===== config.mk =====
export PLATFORM = sky130hd
export DESIGN_NAME = fetch_sequencer
export DESIGN_NICKNAME = d
export VERILOG_FILES = /design/src/rtl/fetch_pkg.sv /design/src/rtl/branch_target_lut.sv /design/src/rtl/fetch_sequencer.sv
export SDC_FILE = /design/constraint.sdc
export NUM_CORES = 1
export LEC_CHECK = 0
export CAP_MARGIN = 10
export CORE_MARGIN = 5
export CORE_UTILIZATION = 51
export CTS_BUF_LIST = sky130_fd_sc_hd__clkbuf_16
export CTS_CLUSTER_DIAMETER = 100
export DETAILED_ROUTE_END_ITERATION = 16
export PLACE_DENSITY = 0.8
export SYNTH_ARGS = -nofsm -noshare
export SYNTH_HDL_FRONTEND = slang
export SYNTH_SLANG_ARGS = --single-unit

===== constraint.sdc =====
create_clock -name clk -period 2.3 [get_ports clk]
set_input_delay 0.46 -clock clk [delete_from_list [all_inputs] [get_ports clk]]
set_output_delay 0.46 -clock clk [all_outputs]
set_load 0.05 [all_outputs]

===== src/rtl/fetch_pkg.sv =====
// fetch_pkg: sequencer state, branch target modes and the branch target LUT contents
package fetch_pkg;
  typedef enum logic [1:0] {IDLE, RUN, HALTED} state_t;
  typedef enum logic [1:0] {TGT_REL_IMM, TGT_REL_LUT, TGT_ABS_LUT, TGT_RSVD} tgt_t;
  localparam int TGT_LUT [16] = '{0: -5, 1: 20, 2: -1, default: 0};
endpackage


===== src/rtl/branch_target_lut.sv =====
// branch_target_lut: maps a 4-bit index to a D-bit branch target or offset
module branch_target_lut import fetch_pkg::*; #(
  parameter int D = 12
) (
  input  logic [3:0]   lut_idx,
  output logic [D-1:0] val
);
  assign val = D'(TGT_LUT[lut_idx]);
endmodule


===== src/rtl/fetch_sequencer.sv =====
// fetch_sequencer: program-counter sequencer with start/halt/stall/branch control and run-cycle counter
module fetch_sequencer import fetch_pkg::*; #(
  parameter int D  = 12,
  parameter int CW = 16
) (
  input  logic          clk,
  input  logic          rst_n,
  input  logic          start,
  input  logic          halt,
  input  logic          stall,
  input  logic          br_take,
  input  logic [1:0]    tgt_sel,
  input  logic [7:0]    imm,
  input  logic [3:0]    lut_idx,
  output logic [D-1:0]  pc,
  output logic          fetch_en,
  output logic          done,
  output logic [CW-1:0] cycle_cnt
);
  state_t state;
  tgt_t mode;
  logic [D-1:0] lut_val, tgt;
  branch_target_lut #(.D(D)) u_lut (.lut_idx(lut_idx), .val(lut_val));
  always_comb begin
    mode = tgt_t'(tgt_sel);
    tgt = mode == TGT_ABS_LUT ? lut_val : pc + (mode == TGT_REL_LUT ? lut_val : {{(D-8){imm[7]}}, imm});
  end
  always_ff @(posedge clk or negedge rst_n) begin
    if (!rst_n) begin
      state <= IDLE;
      pc <= '0;
      fetch_en <= 1'b0;
      done <= 1'b0;
      cycle_cnt <= '0;
    end else if (start) begin
      state <= RUN;
      pc <= '0;
      fetch_en <= 1'b1;
      done <= 1'b0;
      cycle_cnt <= '0;
    end else if (state == RUN) begin
      cycle_cnt <= cycle_cnt + CW'(cycle_cnt != '1);
      if (halt) begin
        state <= HALTED;
        fetch_en <= 1'b0;
        done <= 1'b1;
      end else if (!stall) begin
        pc <= br_take ? tgt : pc + 1'b1;
      end
    end
  end
endmodule

== After elaboration in Yosys (flattened, before gate mapping) ==
Memory sizes are Yosys's and may differ from the RTL's.
Index checks and enable logic that the tools add are counted.
Cells by class
  add/subtract/negate cells: 3
  magnitude comparators: 1
  equality and inequality tests: 6
  multiplexer cells: 20
  bitwise operators: 1
  reduce and logical (&&, ||, !) cells: 4
Operators with widths (number)
  $mux 12: 9
  $mux 16: 2
  $add 16x1->16: 1
  $ne 16x16->1 const B: 1
  $add 12x1->12 const B: 1
  $add 12x12->12: 1
  $mux 1: 6
  $mux 2: 3
  $ge 5x5->1 const B: 1
  $not 4->5: 1
  $eq 2x1->1 const B: 2
  $ne 2x2->1 const B: 2
  $reduce_bool 2->1: 2
  $reduce_and 3->1: 1
  $eq 2x2->1 const B: 1
  $reduce_and 2->1: 1
Word-level totals
  register bits after elaboration: 32
  bits in read-only memories: 512
  bits of input ports: 20
  output and inout bits: 30
  logic and storage cells: 41
  memories kept: 1
Memory list
  (no name shown): depth 16, width 32, rd ports 1, clocked after memory_dff 0, wr ports 0, line branch_target_lut.sv:8  | assign val = D'(TGT_LUT[lut_idx]);

== Logic depth before layout (Yosys ltp) ==
Gate-level depths: netlist of run 1.
  word-level depth: 12
  depth in mapped cells: 15
  depth with buffers taken out: 14

== By module ==
From an unflattened synthesis of run 1, not the netlist that was laid out.
Unflattened totals
  cell total of the unflattened synthesis: 323
  area, all modules: 2516.2 um2
By module, submodules not included
  fetch_sequencer: instances 1, cells an instance 305, area each 2377.3 um2, seq. area each 750.7 um2
  branch_target_lut: instances 1, cells an instance 18, area each 138.9 um2, seq. area each 0.0 um2

== Worst setup path before layout of run 1 ==
Ideal clock, no wire load.
  kind: input to register
  from: in lut_idx[0]
  to: reg pc[11]
  setup time: 121 ps
  arrival time: 2717 ps
  data required time: 2179 ps
  slack: -538 ps
  stages: 13
  path buffers: 1
  cell sequence: or3_1 -> and2_1 -> buf_6 -> nor2_1 -> ha_1 -> a21oi_1 -> o22ai_1 -> a211oi_2 -> o21bai_2 -> a21oi_2 -> xor2_1 -> o211ai_1 -> a22o_1
Between the ends
  longest elaborated chain between the ends: 12
RTL lines
  from (decl): line fetch_sequencer.sv:14  | input logic [3:0] lut_idx,
  $not 4->5 (implied by the code) (*): line branch_target_lut.sv:8
  $mem_v2 16x32 (*)
  $mux 12 (implied by the code) (*) (2 in series): line branch_target_lut.sv:8
  $mux 12: line fetch_sequencer.sv:26  | tgt = mode == TGT_ABS_LUT ? lut_val : pc + (mode == TGT_REL_LUT ? lut_val : {{(D-8){imm[7]}}, imm});
  $add 12x12->12: line fetch_sequencer.sv:26
  $mux 12 (*): line fetch_sequencer.sv:26
  $mux 12 (*): line fetch_sequencer.sv:48  | pc <= br_take ? tgt : pc + 1'b1;
  $mux 12 (*): line fetch_sequencer.sv:47  | end else if (!stall) begin
  $mux 12 (*): line fetch_sequencer.sv:43  | if (halt) begin
  $mux 12 (*): line fetch_sequencer.sv:41  | end else if (state == RUN) begin
  $mux 12 (*): line fetch_sequencer.sv:35  | end else if (start) begin
  to (signal assigned): line fetch_sequencer.sv:48
  to (decl): line fetch_sequencer.sv:15  | output logic [D-1:0] pc,
Every way passes the cells marked *; elsewhere a longest branch is shown, timed or not. The select of a mux whose other input is x is not followed.
A chain may end at the register's enable or synchronous reset.

== Worst setup path in the final report of run 1 ==
  from: in lut_idx[3]
  to: reg pc[11]
Same word-level chain as after synthesis.

==> results of run 1 <==
-- final timing paths --
kind                       startpoint            to  slack (ps)
max                        lut_idx[3]        pc[11]        -420
min                          state[0]      state[0]         550
max reg2reg                     pc[1]        pc[11]          90
min reg2reg                  state[0]      state[0]         550
max in group asynchronous       rst_n  cycle_cnt[8]        1420
min in group asynchronous       rst_n  cycle_cnt[9]         580
-- stage by stage --
| step | setup TNS (ps) | total power, mW | utilization, % | hold slack (ps) | cell area (um^2) |
|---|---|---|---|---|---|
| finish | -2060 | 1.89 | 83.7 | 553 | 3670 |
| global placement | -8630 | 1.15 | 72.9 | 532 | 3200 |
| detailed placement | -9630 | 1.16 | 72.9 | 542 | 3200 |
| global route | -2850 | 1.97 | 83.7 | 581 | 3670 |
| CTS | -1950 | 1.79 | 78.6 | 556 | 3450 |
| floorplan | -2680 | 0.922 | - | 164 | 2340 |
-- flip-flops by register name, summed over array words and instances (netlist names) --
signal / flops
state: 2
pc: 12
cycle_cnt: 16
-- placed cells by master (no fill, tap or decap), types with 8 or more instances in the layout --
master,synthesis,final
o21ai_1,7,9
o21ai_0,17,10
clkdlybuf4s50_1,0,43
a21oi_1,18,14
nor2_1,49,40
nand2_1,27,26
buf_4,0,48
dfrtp_1,30,27
ha_1,15,8
xor2_1,15,15
-- final cells by class --
cell class | count | area, um^2 | area share (%)
Inverter | 7 | 26.3 | 0.716
Clock inverter | 3 | 11.3 | 0.307
Clock buffer | 5 | 125 | 3.41
Multi-Input combinational cell | 238 | 1780 | 48.6
Sequential cell | 30 | 754 | 20.6
Timing Repair Buffer | 102 | 903 | 24.6
Tap cell | 52 | 65.1 | 1.77
-- power by group --
| part | switching (mW) | internal, mW |
|---|---|---|
| logic | 0.371 | 0.327 |
| registers | 0.0328 | 0.551 |
| clock network | 0.222 | 0.388 |
| total | 0.626 | 1.27 |
-- cells by family after synthesis --
logic type | count (synthesis) | share of synthesized area [%]
simple gates | 132 | 28.7
fa+ha+maj | 16 | 8.98
xor+xnor | 21 | 7.95
compound gates | 69 | 18.5
flops | 30 | 32.5
buf+inv | 15 | 3.41
-- per-layer routing --
metal  global-route usage, %  vias up
li1                        -     1197
met1                    26.6     1241
met2                    39.8       86
met3                    4.28       14
met4                    7.22        0
met5                       0        -
-- what timing repair did --
action	4_1_cts	5_1_grt
hold endpoints to repair	0	0
pin swaps	26	30
resized for setup	41	40
hold buffers	0	0
buffers inserted	2	5
cloned	0	0
setup endpoints to repair	11	19
==> flow_summary_export.csv, run 1 <==
group,metric,value,unit
status,status,"complete, but fails checks",
status,violations,"negative setup slack",
die,ios,50,
cells_and_area,antenna_cells,0,
clocking,ctsHtreeMaxLevel,2,
placement,dp_slack,-1150,ps
global_route,grt-ovfl-total,0,
placement,hpwl,4.79,mm
routing,highest_layer,"met4",
placement,placed_cells,423,
cells_and_area,synthToLayoutAreaGrowth,58.7,%
synthesis,syn-mean-instance-area,8.17,um^2
global_route,track_usage,22.2,%
clocking,cts_tree,"yes",
critical_path,critical-path-top-delay-family,"compound AO/OA/AOI/OAI gates",
clocking,cts_buffers,5,
clocking,clock_path_buffers,2,
cells_and_area,instances_no_fill,437,
critical_path,critPathArrivalTime,2880,ps
die,die_w,77.3,um
clocking,insertion_delay,280,ps
critical_path,required,2470,ps
min_path,hp-class,"reg2reg",
synthesis,synth_cell_types,47,
synthesis,synth-seq-cells,30,
routing,wl_met3,426,um
sta,skew,4.54,ps
critical_path,critPathSlowestCell,"or3_4",
sta,timing_worst_slew_pin_value,522,ps
synthesis,yosys.area.top_type,"dfrtp_1",
global_route,antenna_found_initial,0,
pwr,peakVddDrop,351,uV
synthesis,synth_area_leaders,"dfrtp_1 (32%), ha_1 (8.1%), nor2_1 (8.0%), xor2_1 (5.7%), nand2_1 (4.4%)",
die,chipHeight,77.3,um
critical_path,cpMostUsedCell,"buf_6",
synthesis,ys_warn_count,0,
synthesis,synth_edf_count,0,
routing,dr_total_vias,2538,
cells_and_area,fillers,276,
routing,wl_met2,3.77,mm
global_route,first_global_vias,2341,
critical_path,criticalPathCategory,"in2reg",
critical_path,worst_setup_path_end_kind,"flop",
sta,hold_violations,0,
critical_path,reg2regPathDepth,9,
routing,routed_wl,7.42,mm
sta,setup_slack,-418,ps
routing,drc_errors,0,
routing,wl_met1,3.08,mm
min_path,hold_path_depth,1,
synthesis,yosysSeqAreaShare,32.5,%
cells_and_area,drive_gt1_share,31.7,%
sta,fin_crit_sh,118,%
die,core,4380,um^2
synthesis,synth_ff_type,"dfrtp_1",
clocking,root_buffer,"clkbuf_16",
routing,drt_pass1_iterations,4,
critical_path,cp_cell_sequence,"buf_6, or3_4, and2_4, buf_6, nor2_8, ha_4, a21o_1, a211oi_2, o21bai_2, a21oi_2, xor2_1, o211ai_1, a22o_1",
sta,rsz0062_at_grt,"true",
sta,relSlewSlack,65.1,%
job,maxCapViolCount,0,
synthesis,yosysTopAreaCellShare,32.5,%
clocking,clock_sinks,30,
die,row_count,24,
synthesis,yosysMostFrequentCell,"nor2_1",
critical_path,path_buf_inv,2,
critical_path,critPathMaxFanout,6,
routing,antenna_left,0,
routing,wl_per_cell,17.0,um
sta,finalSetupViolations,8,
die,dieArea,5980,um^2
critical_path,critPathLaunchType,"input port",
synthesis,synthTopCellsByCount,"nor2_1 (49), dfrtp_1 (30), nand2_1 (27)",
synthesis,synth_area,2310,um^2
routing,viasPerCell,5.81,
global_route,grt_pass1_wl,10.9,mm
critical_path,cp_slowest_stage_delay,390,ps
synthesis,syn_inst,283,
critical_path,path_depth,13,
pwr,p_per_area,516,nW/um^2
placement,port_buffers,49,
cells_and_area,nets,420,
synthesis,syn_nets,319,
sta,slew_violations,0,
placement,gp_congestion,0.848,
routing,drtIter0Drc,101,
clocking,path_clk_slew,50,ps
global_route,grt_max_degree,31,
sta,fmax,0.368,GHz
die,start_util,52.7,%
synthesis,async_reset_ff_share,100,%
sta,period_needed,2720,ps
pwr,p_leak,1.58,nW
No activity file was read; power rests on OpenSTA's default activity.
==> run 2: changes to the inputs <==
--- a/config.mk
+++ b/config.mk
@@ -12,6 +12,7 @@
 export CTS_CLUSTER_DIAMETER = 100
 export DETAILED_ROUTE_END_ITERATION = 16
 export PLACE_DENSITY = 0.8
+export RECOVER_POWER = 50
 export SYNTH_ARGS = -nofsm -noshare
 export SYNTH_HDL_FRONTEND = slang
 export SYNTH_SLANG_ARGS = --single-unit
==> run 2 against run 1 <==
Net effect:
- critical path depth is 1 higher
- critical endpoint is now pc[9]
- clock power barely moved
- largest cell class unchanged
- die area unchanged
- critical path type unchanged
- via count down 0.12%
- the flow still finishes with violations (negative setup slack)
- maximum frequency grew 0.38%
- power is 0.26% lower
- highest routed layer unchanged
- global-route usage unchanged
- sequential power hardly changed
==> flow_summary_export.csv, run 2 (same netlist as run 1, synthesis figures left out) <==
group,metric,value,unit
status,status,"complete, but fails checks",
status,violations,"negative setup slack",
critical_path,path_buf_inv,3,
clocking,ctsHtreeMaxLevel,2,
global_route,first_global_vias,2341,
cells_and_area,synthToLayoutAreaGrowth,58.1,%
routing,routed_wl,7.43,mm
die,die_w,77.3,um
critical_path,worst_setup_path_end_kind,"flop",
sta,fmax,0.369,GHz
routing,antenna_left,0,
routing,drt_pass1_iterations,4,
critical_path,criticalPathCategory,"in2reg",
cells_and_area,nets,420,
routing,drc_errors,0,
global_route,grt_max_degree,31,
clocking,insertion_delay,280,ps
clocking,cts_hold_buf,0,
die,chipHeight,77.3,um
sta,skew,5.16,ps
pwr,p_sw,625,uW
critical_path,critPathSlowestCell,"or3_4",
cells_and_area,most-common-layout-cells,"buf_4 (45), nor2_1 (40), clkdlybuf4s50_1 (36)",
pwr,peakVddDrop,352,uV
critical_path,critPathMaxFanout,6,
global_route,antenna_found_initial,0,
placement,gp_congestion,0.848,
placement,port_buffers,49,
job,maxCapViolCount,0,
pwr,swShare,33.1,%
die,row_count,24,
die,core,4380,um^2
die,start_util,52.7,%
cells_and_area,antenna_cells,0,
clocking,path_clk_slew,50,ps
sta,fin_crit_sh,118,%
pwr,internal_power,1.26,mW
cells_and_area,largest_reg_flops,16,
pwr,pwr-share-comb,36.9,%
sta,period_needed,2710,ps
cells_and_area,drive_gt1_share,31.2,%
critical_path,cpMostUsedCell,"a21o_1",
clocking,root_buffer,"clkbuf_16",
cells_and_area,final_common_cell,"buf_4",
critical_path,critPathLaunchType,"input port",
pwr,p_clk_share,32.2,%
critical_path,critPathArrivalTime,2870,ps
routing,viasPerCell,5.80,
sta,finalSetupViolations,8,
placement,hpwl,4.79,mm
critical_path,critical-path-top-delay-family,"compound AO/OA/AOI/OAI gates",
global_route,track_usage,22.2,%
routing,dr_total_vias,2535,
cells_and_area,fillers,281,
clocking,clock_path_buffers,2,
sta,relSlewSlack,42.3,%
die,dieArea,5980,um^2
routing,drtIter0Drc,110,
routing,wl_per_cell,17.0,um
sta,slew_violations,0,
sta,hold_violations,0,
sta,timing_worst_slew_pin_value,865,ps
sta,hold_ws,553,ps
global_route,grt_pass1_wl,10.9,mm
global_route,grt-ovfl-total,0,
cells_and_area,top_register,"cycle_cnt",
critical_path,required,2460,ps
pwr,total_power,1.89,mW
critical_path,cp_slowest_stage_delay,390,ps
cells_and_area,largestRegisters,"cycle_cnt x16, pc x12, state x2",
pwr,p_leak,1.60,nW
clocking,clock_sinks,30,
critical_path,cp_cell_sequence,"buf_6, or3_4, and2_4, buf_6, nor2_8, ha_4, a21o_1, a211oi_2, buf_4, xnor2_1, o21ai_1, a21o_1, a21oi_1, a21o_1",
clocking,cts_buffers,5,
die,ios,50,
min_path,hp-class,"reg2reg",
pwr,p_seq_share,31.0,%
clocking,cts_tree,"yes",
pwr,p_per_area,516,nW/um^2
sta,setup_slack,-408,ps
sta,rsz0062_at_grt,"true",
==> run 2: changes by cell type in the layout (fill, tap and decap cells not counted), sizes merged <==
| cell | previous run | this run |
|---|---|---|
| clkbuf | 5 | 8 |
| clkdlybuf4s50 | 43 | 36 |
| buf | 56 | 53 |
| dlygate4sd3 | 0 | 7 |
==> run 2: final cells by class <==
| cell class | count | area, um^2 | share of cell area, % |
|---|---|---|---|
| inverter | 7 | 26.3 | 0.719 |
| clock inverter | 3 | 11.3 | 0.308 |
| timing repair buffer | 102 | 895 | 24.5 |
| tap | 52 | 65.1 | 1.78 |
| sequential | 30 | 754 | 20.6 |
| multi-input combinational | 238 | 1780 | 48.7 |
| clock buffer | 5 | 125 | 3.42 |
==> run 2: metal layers <==
metal  GRT usage, %  part of all wire [%]
met1           26.6                    41
met2           39.8                    51
met3           4.28                   6.4
met4           7.22                   2.2
met5              0                     0
==> run 2: timing repair <==
item | CTS | global route
setup endpoints to repair | 11 | 19
resized for setup | 41 | 40
buffers inserted | 2 | 5
pin swaps | 26 | 30
==> run 2: worst paths after layout <==
kind                             from      endpoint  slack (ps)  cells after the start
hold / removal               state[0]      state[0]         550                      1
min in group asynchronous       rst_n  cycle_cnt[9]         780                      2
setup reg to reg                pc[1]         pc[9]         100                     10
hold reg to reg              state[0]      state[0]         550                      1
max in group asynchronous       rst_n  cycle_cnt[8]        1010                      2
setup / recovery           lut_idx[3]         pc[9]        -410                     14
==> run 2: per-stage QoR <==
stage | setup slack [ps] | instance area, um^2 | util [%] | TNS (ps) | cells
global route | -527 | 3660 | 83.4 | -2940 | 437
CTS | -341 | 3450 | 78.6 | -1950 | 433
global placement | -995 | 3200 | 72.9 | -8630 | 423
detailed placement | -1150 | 3200 | 72.9 | -9630 | 423
floorplan | -485 | 2340 | - | -2680 | 283
finish | -408 | 3660 | 83.4 | -2060 | 437
==> run 2: power groups by stage <==
stage	clock, mW	combinational [mW]	sequential (mW)
detailed placement	0	0.578	0.585
finish	0.608	0.696	0.585
floorplan	0	0.253	0.669
CTS	0.610	0.604	0.578
global placement	0	0.567	0.584
global route	0.634	0.747	0.585
